--- config.mk ---
export PLATFORM = sky130hd
export DESIGN_NAME = calc_port_responder
export DESIGN_NICKNAME = d
export VERILOG_FILES = /design/src/rtl/calc_port_responder.sv
export SDC_FILE = /design/constraint.sdc
export NUM_CORES = 1
export LEC_CHECK = 0
export CORE_ASPECT_RATIO = 1.4
export CORE_UTILIZATION = 23
export DETAILED_ROUTE_END_ITERATION = 10
export DONT_BUFFER_PORTS = 1
export GPL_ROUTABILITY_DRIVEN = 0
export PLACE_DENSITY = 0.33
export SYNTH_ARGS = -nofsm -noshare
export SYNTH_HDL_FRONTEND = slang
export SYNTH_SLANG_ARGS = --single-unit
--- constraint.sdc ---
create_clock -name clk_i -period 9.67 [get_ports clk_i]
set_input_delay 1.934 -clock clk_i [delete_from_list [all_inputs] [get_ports clk_i]]
set_output_delay 1.934 -clock clk_i [all_outputs]
set_load 0.02 [all_outputs]
--- src/rtl/calc_port_responder.sv ---
// rtl/calc_port_responder.sv - calculator port responder: two-cycle request capture,
// fixed-latency response pipeline, outstanding-tag tracking with drop counter.
module calc_port_responder #(
  parameter int LATENCY = 3
) (
  input  logic        clk_i,
  input  logic        reset_i,
  input  logic [3:0]  cmd_i,
  input  logic [31:0] data_in_i,
  input  logic [1:0]  tag_in_i,
  output logic [1:0]  resp_o,
  output logic [31:0] data_out_o,
  output logic [1:0]  tag_out_o,
  output logic [3:0]  busy_tags_o,
  output logic [7:0]  drop_count_o
);

  localparam logic [1:0] RESP_OK  = 2'd1;
  localparam logic [1:0] RESP_ERR = 2'd2;
  localparam logic [3:0] CMD_NOP  = 4'd0;
  localparam logic [3:0] CMD_ADD  = 4'd1;
  localparam logic [3:0] CMD_SUB  = 4'd2;
  localparam logic [3:0] CMD_SHL  = 4'd5;
  localparam logic [3:0] CMD_SHR  = 4'd6;

  typedef enum logic {S_IDLE, S_OP2} state_t;

  typedef struct packed {
    logic        valid;
    logic [1:0]  resp;
    logic [31:0] data;
    logic [1:0]  tag;
  } stage_t;

  state_t                   state_q, state_d;
  logic [3:0]               cmd_q, cmd_d;
  logic [31:0]              op1_q, op1_d;
  logic [1:0]               tag_q, tag_d;
  logic [3:0]               busy_q, busy_d;
  logic [7:0]               drop_q, drop_d;
  stage_t [LATENCY-1:0]     pipe_q;
  stage_t                   push;
  logic [32:0]              sum;

  always_comb begin
    state_d = state_q;
    cmd_d   = cmd_q;
    op1_d   = op1_q;
    tag_d   = tag_q;
    busy_d  = busy_q;
    drop_d  = drop_q;
    push    = '0;
    sum     = {1'b0, op1_q} + {1'b0, data_in_i};

    // Release first so a command reusing the returning tag sees it as free.
    if (pipe_q[LATENCY-1].valid) begin
      busy_d[pipe_q[LATENCY-1].tag] = 1'b0;
    end

    case (state_q)
      S_IDLE: begin
        if (cmd_i != CMD_NOP) begin
          if (!busy_d[tag_in_i]) begin
            cmd_d            = cmd_i;
            op1_d            = data_in_i;
            tag_d            = tag_in_i;
            busy_d[tag_in_i] = 1'b1;
            state_d          = S_OP2;
          end else if (drop_q != 8'hFF) begin
            drop_d = drop_q + 8'd1;
          end
        end
      end
      S_OP2: begin
        push.valid = 1'b1;
        push.tag   = tag_q;
        push.resp  = RESP_OK;
        case (cmd_q)
          CMD_ADD: begin
            if (sum[32]) push.resp = RESP_ERR;
            else         push.data = sum[31:0];
          end
          CMD_SUB: begin
            if (data_in_i > op1_q) push.resp = RESP_ERR;
            else                   push.data = op1_q - data_in_i;
          end
          CMD_SHL: push.data = op1_q << data_in_i[4:0];
          CMD_SHR: push.data = op1_q >> data_in_i[4:0];
          default: push.resp = RESP_ERR;
        endcase
        state_d = S_IDLE;
      end
      default: state_d = S_IDLE;
    endcase
  end

  always_ff @(posedge clk_i) begin
    if (reset_i) begin
      state_q <= S_IDLE;
      cmd_q   <= '0;
      op1_q   <= '0;
      tag_q   <= '0;
      busy_q  <= '0;
      drop_q  <= '0;
      pipe_q  <= '0;
    end else begin
      state_q   <= state_d;
      cmd_q     <= cmd_d;
      op1_q     <= op1_d;
      tag_q     <= tag_d;
      busy_q    <= busy_d;
      drop_q    <= drop_d;
      pipe_q[0] <= push;
      for (int i = 1; i < LATENCY; i++) begin
        pipe_q[i] <= pipe_q[i-1];
      end
    end
  end

  // Idle stages hold all-zero fields, so the last stage drives outputs directly.
  assign resp_o       = pipe_q[LATENCY-1].resp;
  assign data_out_o   = pipe_q[LATENCY-1].data;
  assign tag_out_o    = pipe_q[LATENCY-1].tag;
  assign busy_tags_o  = busy_q;
  assign drop_count_o = drop_q;

endmodule

==> results.yml, run 1 <==
sta:
  slew_viol_final: 0
  worst_slew_pin_slew_ps: 1160
  whs_ps: 436
  slew_headroom_pct: 22.0
  setup_viol: 0
  fmaxAchievable_ghz: 0.191
  grt_setup_unrepaired: "no"
  final.period_utilization_pct: 54.1
  setup_tns_ps: 0
  skew_ps: 16.2
  hold_viol: 0
  fin_ws_ps: 4440
  period_needed_ps: 5230
power:
  total_power_w: 0.00208
  power_density_nw_per_um2: 158
  p_leak_nw: 5.02
  vdd_drop_max_mv: 0.0952
setup_path:
  cp.required_ps: 10000
  cp_max_fo: 70
  r2r_start: "op1_q[0]"
  reg2regPathDepth: 13
  setup.worst_path.end_class: "flop"
  crit_arrival_ps: 5570
  timing.rr.end: "pipe_q[32]"
  reg2reg_setup_slack_ps: 5580
  critPathKind: "in -> reg"
  start_kind: "input pin"
synthesis:
  ys_seq_area_share_pct: 26.2
  synth_warnings: 0
  syn-cell-area_um2: 12400
  synth_ff_type: "dfxtp_1"
  post-synth-top-area-cell: "dfxtp_1"
  syn_area_per_cell_um2: 7.60
  syn_inst: 1629
  ys_seq_elements: 162
  ys_top_cells_by_area: "dfxtp_1 (26%), ha_1 (6.8%), a21oi_1 (6.1%)"
  yosysUniqueCellTypes: 91
  synth_edf_count: 0
  synth_top_area_share_pct: 26.2
  syn_nets: 1738
  async_reset_ff_share_pct: 0
final_layout:
  final_cell_mix: "nand2_1 (188), nor2_1 (171), dfxtp_1 (162)"
  fill_cells: 5876
  layout_commonest_cell: "nand2_1"
  layout.nets: 1621
  n_antenna_cell: 0
  drive_gt1_share_pct: 6.89
  area_growth_pct: 6.45
cts:
  insertion_delay_ps: 460
  path_clk_slew_ps: 70
  cts_max_path_buffers: 2
  cts_tree: "built"
  cts_resized: 0
  postCtsHoldBufs: 0
  root_buffer: "clkbuf_16"
  cts_setup_buffers: 0
  numCtsBuffers: 17
  cts_max_level: 4
  cts.sinks: 162
die:
  chipHeight_um: 277
  dieArea_um2: 54800
  die_x_um: 198
  core-area_um2: 53200
  start_util_pct: 23.3
  rows: 100
  io_pins: 88
global_routing:
  grt_pass1_vias: 11200
  overflow: 0
  grt_pass1_wl_um: 76900
  grt_usage_pct: 19.1
  grt_max_degree: 127
  antenna_found_initial: 2
place:
  pre_cts_slack_ps: 4010
  portBuffers: 0
  place_hpwl_um: 40000
worst_hold_path:
  min_from: "pipe_q[67]"
  hold_end: "data_out_o[28]"
  min_path_cells: 1
  hold_path.class: "reg -> reg"
outcome:
  outcome: "completed"
detailed_routing:
  wl_per_cell_um: 23.1
  viasPerCell: 5.01
  routed_wl_um: 51800
  vias: 11200
  postRouteAntennaNets: 0
  drc_errors: 0
  dr.pass1.iters: 7
  dr.first_iter.drc_count: 772
job:
  cap_violations: 0
## layer usage
layer / GRT usage [%] / share of wire, % / vias to the layer above
met5: 0 / 0.025 / -
met4: 8.65 / 4.1 / 2
met3: 2.51 / 3.9 / 73
met2: 33.7 / 51 / 305
met1: 22.6 / 41 / 5376
li1: - / - / 5452
## worst max-delay path by stage
| stage | end | slack, ps | startpoint |
|---|---|---|---|
| floorplan | pipe_q[6] | 4430 | data_in_i[2] |
| global placement | pipe_q[16] | 4040 | data_in_i[2] |
| detailed placement | pipe_q[16] | 4010 | data_in_i[2] |
| CTS | pipe_q[16] | 4500 | data_in_i[2] |
| global route | pipe_q[16] | 4350 | data_in_i[2] |
| finish | pipe_q[16] | 4440 | data_in_i[2] |
## worst max-delay path, cell delays in order
cell,delay (ps)
inv_2,40
buf_4,430
ha_1,390
nor2_1,70
o311ai_1,470
a311oi_2,260
o31ai_4,390
o31ai_4,100
and2_4,200
nor2_8,450
a221o_1,280
o21ai_1,140
a31oi_1,310
## final cells by class
type / count / area [um2] / area share (%)
timing repair buffer: 9 / 67.6 / 0.513
clock inverter: 14 / 188 / 1.42
inverter: 67 / 251 / 1.91
sequential: 162 / 3240 / 24.6
tap: 714 / 893 / 6.78
clock buffer: 18 / 429 / 3.26
multi-input combinational: 1255 / 8110 / 61.5
## where the power goes
part / internal, W / leakage [nW] / switching [W]
clock: 0.000395 / 0.295 / 0.000332
sequential: 0.000695 / 1.32 / 0.0000513
combinational: 0.000212 / 3.41 / 0.000392
## sequential cells by signal, indices dropped and copies added, names as in the netlist
name / count
pipe_q: 75
data_out_o: 32
op1_q: 32
drop_count_o: 8
busy_tags_o: 4
cmd_q: 4
resp_o: 2
tag_out_o: 2
tag_q: 2
state_q: 1
## cells by family after synthesis
| kind of cell | after synthesis | share of synthesized area [%] |
|---|---|---|
| xor+xnor | 41 | 2.90 |
| compound gates | 483 | 25.6 |
| buf+inv | 212 | 8.36 |
| flops | 162 | 26.2 |
| simple gates | 586 | 22.4 |
| mux | 76 | 7.49 |
| fa+ha+maj | 69 | 7.09 |
## per-stage QoR
stage,utilization [%],instances,area [um2]
4_1_cts,24.8,2239,13200
3_3_place_gp,23.6,2207,12600
3_5_place_dp,23.6,2207,12600
5_1_grt,24.8,2239,13200
2_1_floorplan,-,1629,12400
6_report,24.8,2239,13200
## synth_stat cells (all sizes together), types with 4 or more instances
| cell | instances |
|---|---|
| mux2i | 51 |
| and3 | 6 |
| inv | 65 |
| o21a | 11 |
| a311oi | 4 |
| a31oi | 18 |
| a21oi | 152 |
| nor2 | 174 |
| a221oi | 13 |
| ha | 67 |
| o211a | 4 |
| nand3 | 22 |
| xor2 | 10 |
| a31o | 4 |
| and2 | 10 |
| o21bai | 8 |
| nand2b | 35 |
| nand3b | 4 |
| nand2 | 188 |
| o221ai | 5 |
| a21o | 19 |
| a221o | 5 |
| a41oi | 4 |
| nor3 | 22 |
| o311ai | 5 |
| o211ai | 22 |
| o31ai | 11 |
| xnor2 | 31 |
| or2 | 6 |
| nand4 | 9 |
| o22ai | 25 |
| dfxtp | 162 |
| clkbuf | 65 |
| mux4 | 12 |
| buf | 80 |
| mux2 | 13 |
| or3 | 6 |
| a21boi | 4 |
| nor2b | 87 |
| nor4 | 12 |
| a22oi | 10 |
| a211oi | 21 |
| o21ai | 108 |
No activity file was read; power rests on OpenSTA's default activity.
==> run 2, diff against run 1 <==
==> constraint.sdc (replaced) <==
create_clock -name clk_i -period 5.4 [get_ports clk_i]
set_input_delay 1.08 -clock clk_i [delete_from_list [all_inputs] [get_ports clk_i]]
set_output_delay 1.08 -clock clk_i [all_outputs]
set_load 0.02 [all_outputs]
==> run 2 against run 1 <==
Design area grew 0.54%; first-iteration DRC count down 4.4%; sequential power increased by 77%; sequential share of layout area shrank 0.13 points; worst hold slack got worse by 3.0 ps; via count grew 0.97%; cell count rose by 0.40%; clock skew down 2.9 ps; setup slack got worse by 3200 ps; critical path depth unchanged; count of clock-buffer cells in the layout decreased by 1.
==> results.yml, run 2 (same netlist as run 1, synthesis figures left out) <==
cts:
  cts_max_level: 4
  cts_tree: "built"
  cts_max_path_buffers: 2
  path_clk_slew_ps: 70
  postCtsHoldBufs: 0
  cts.sinks: 162
  cts_resized: 0
  numCtsBuffers: 17
  insertion_delay_ps: 460
  root_buffer: "clkbuf_16"
  cts_setup_buffers: 0
final_layout:
  drive_gt1_share_pct: 7.50
  n_antenna_cell: 0
  largest_reg_flops: 75
  layout.nets: 1630
  largest_register: "pipe_q"
  fill_cells: 5871
  layout_commonest_cell: "nand2_1"
  final_cell_mix: "nand2_1 (188), nor2_1 (171), dfxtp_1 (162)"
  area_growth_pct: 7.02
power:
  vdd_drop_max_mv: 0.192
  total_power_w: 0.00370
  p_leak_nw: 5.07
  power_density_nw_per_um2: 279
sta:
  fin_ws_ps: 1200
  skew_ps: 13.3
  final.period_utilization_pct: 77.7
  period_needed_ps: 4200
  setup_viol: 0
  slew_viol_final: 0
  grt_setup_unrepaired: "no"
  fmaxAchievable_ghz: 0.238
  hold_viol: 0
  worst_slew_pin_slew_ps: 982
  slew_headroom_pct: 33.9
  setup_tns_ps: 0
global_routing:
  antenna_found_initial: 0
  grt_usage_pct: 19.0
  grt_max_degree: 127
  grt_pass1_vias: 11200
  overflow: 0
  grt_pass1_wl_um: 76200
outcome:
  outcome: "completed"
setup_path:
  slowest_delay_ps: 540
  cp.required_ps: 5780
  cp_cell_sequence: "inv_1 > ha_1 > fa_1 > nand2b_1 > a21oi_1 > o311ai_1 > a31o_2 > o41ai_1 > o22ai_1 > o31ai_1 > xor2_1 > nand2_1 > a41oi_1"
  start_kind: "flop"
  crit_arrival_ps: 4580
  slowest_stage: "dfxtp_1"
  crit_start: "op1_q[0]"
  cp_max_fo: 6
  reg2reg_setup_slack_ps: 1200
  critPathKind: "reg -> reg"
  setup.worst_path.end_class: "flop"
  r2r_start: "op1_q[0]"
detailed_routing:
  postRouteAntennaNets: 0
  viasPerCell: 5.03
  wl_per_cell_um: 23.0
  dr.pass1.iters: 5
  drc_errors: 0
  routed_wl_um: 51700
  vias: 11300
  dr.first_iter.drc_count: 738
place:
  portBuffers: 0
  pre_cts_slack_ps: 824
  place_hpwl_um: 39900
job:
  cap_violations: 0
die:
  rows: 100
  dieArea_um2: 54800
  chipHeight_um: 277
  die_x_um: 198
  start_util_pct: 23.3
  core-area_um2: 53200
  io_pins: 88
worst_hold_path:
  min_from: "pipe_q[50]"
  hold_path.class: "reg -> reg"
[run 2: cell type report]
type	instances	area, um2	area share, %
timing repair buffer	18	148	1.11
sequential	162	3240	24.5
clock buffer	17	425	3.21
clock inverter	15	183	1.38
tap	714	893	6.74
multi-input combinational	1255	8110	61.2
inverter	67	251	1.90
[run 2: final timing paths]
| check | to | depth (start not counted) |
|---|---|---|
| setup / recovery | pipe_q[32] | 13 |
| hold / removal | data_out_o[11] | 1 |
| setup reg to reg | pipe_q[32] | 13 |
| hold reg to reg | data_out_o[11] | 1 |
[run 2: worst max-delay path: cells and delay by family, from the launching register on]
kind,cells,cell delay (ps)
buffers and inverters,1,230
adders and majority gates,2,640
and+or+nand+nor,2,300
xor gates and xnor gates,1,180
DFF,1,540
AOI/OAI and AO/OA,7,2210
[run 2: through the flow]
step | instances | hold slack (ps) | utilization [%] | instance area (um2)
floorplan | 1629 | 414 | - | 12400
global placement | 2216 | 416 | 23.8 | 12600
detailed placement | 2216 | 420 | 23.8 | 12600
CTS | 2248 | 433 | 24.9 | 13300
global route | 2248 | 445 | 24.9 | 13300
finish | 2248 | 433 | 24.9 | 13300
[run 2: where the power goes]
group | leakage, nW | switching [W] | internal (W)
sequential | 1.32 | 0.0000798 | 0.00124
combinational | 3.46 | 0.000711 | 0.000389
clock | 0.291 | 0.000614 | 0.000665
total | 5.07 | 0.00140 | 0.00230
[run 2: layer usage]
layer  up-vias  GRT usage (%)  wire length (um)
met5         -              0                 0
met4         0           8.92              2040
met3        67           1.98              1910
met2       302           33.6             26500
met1      5464           22.6             21300
li1       5484              -                 -
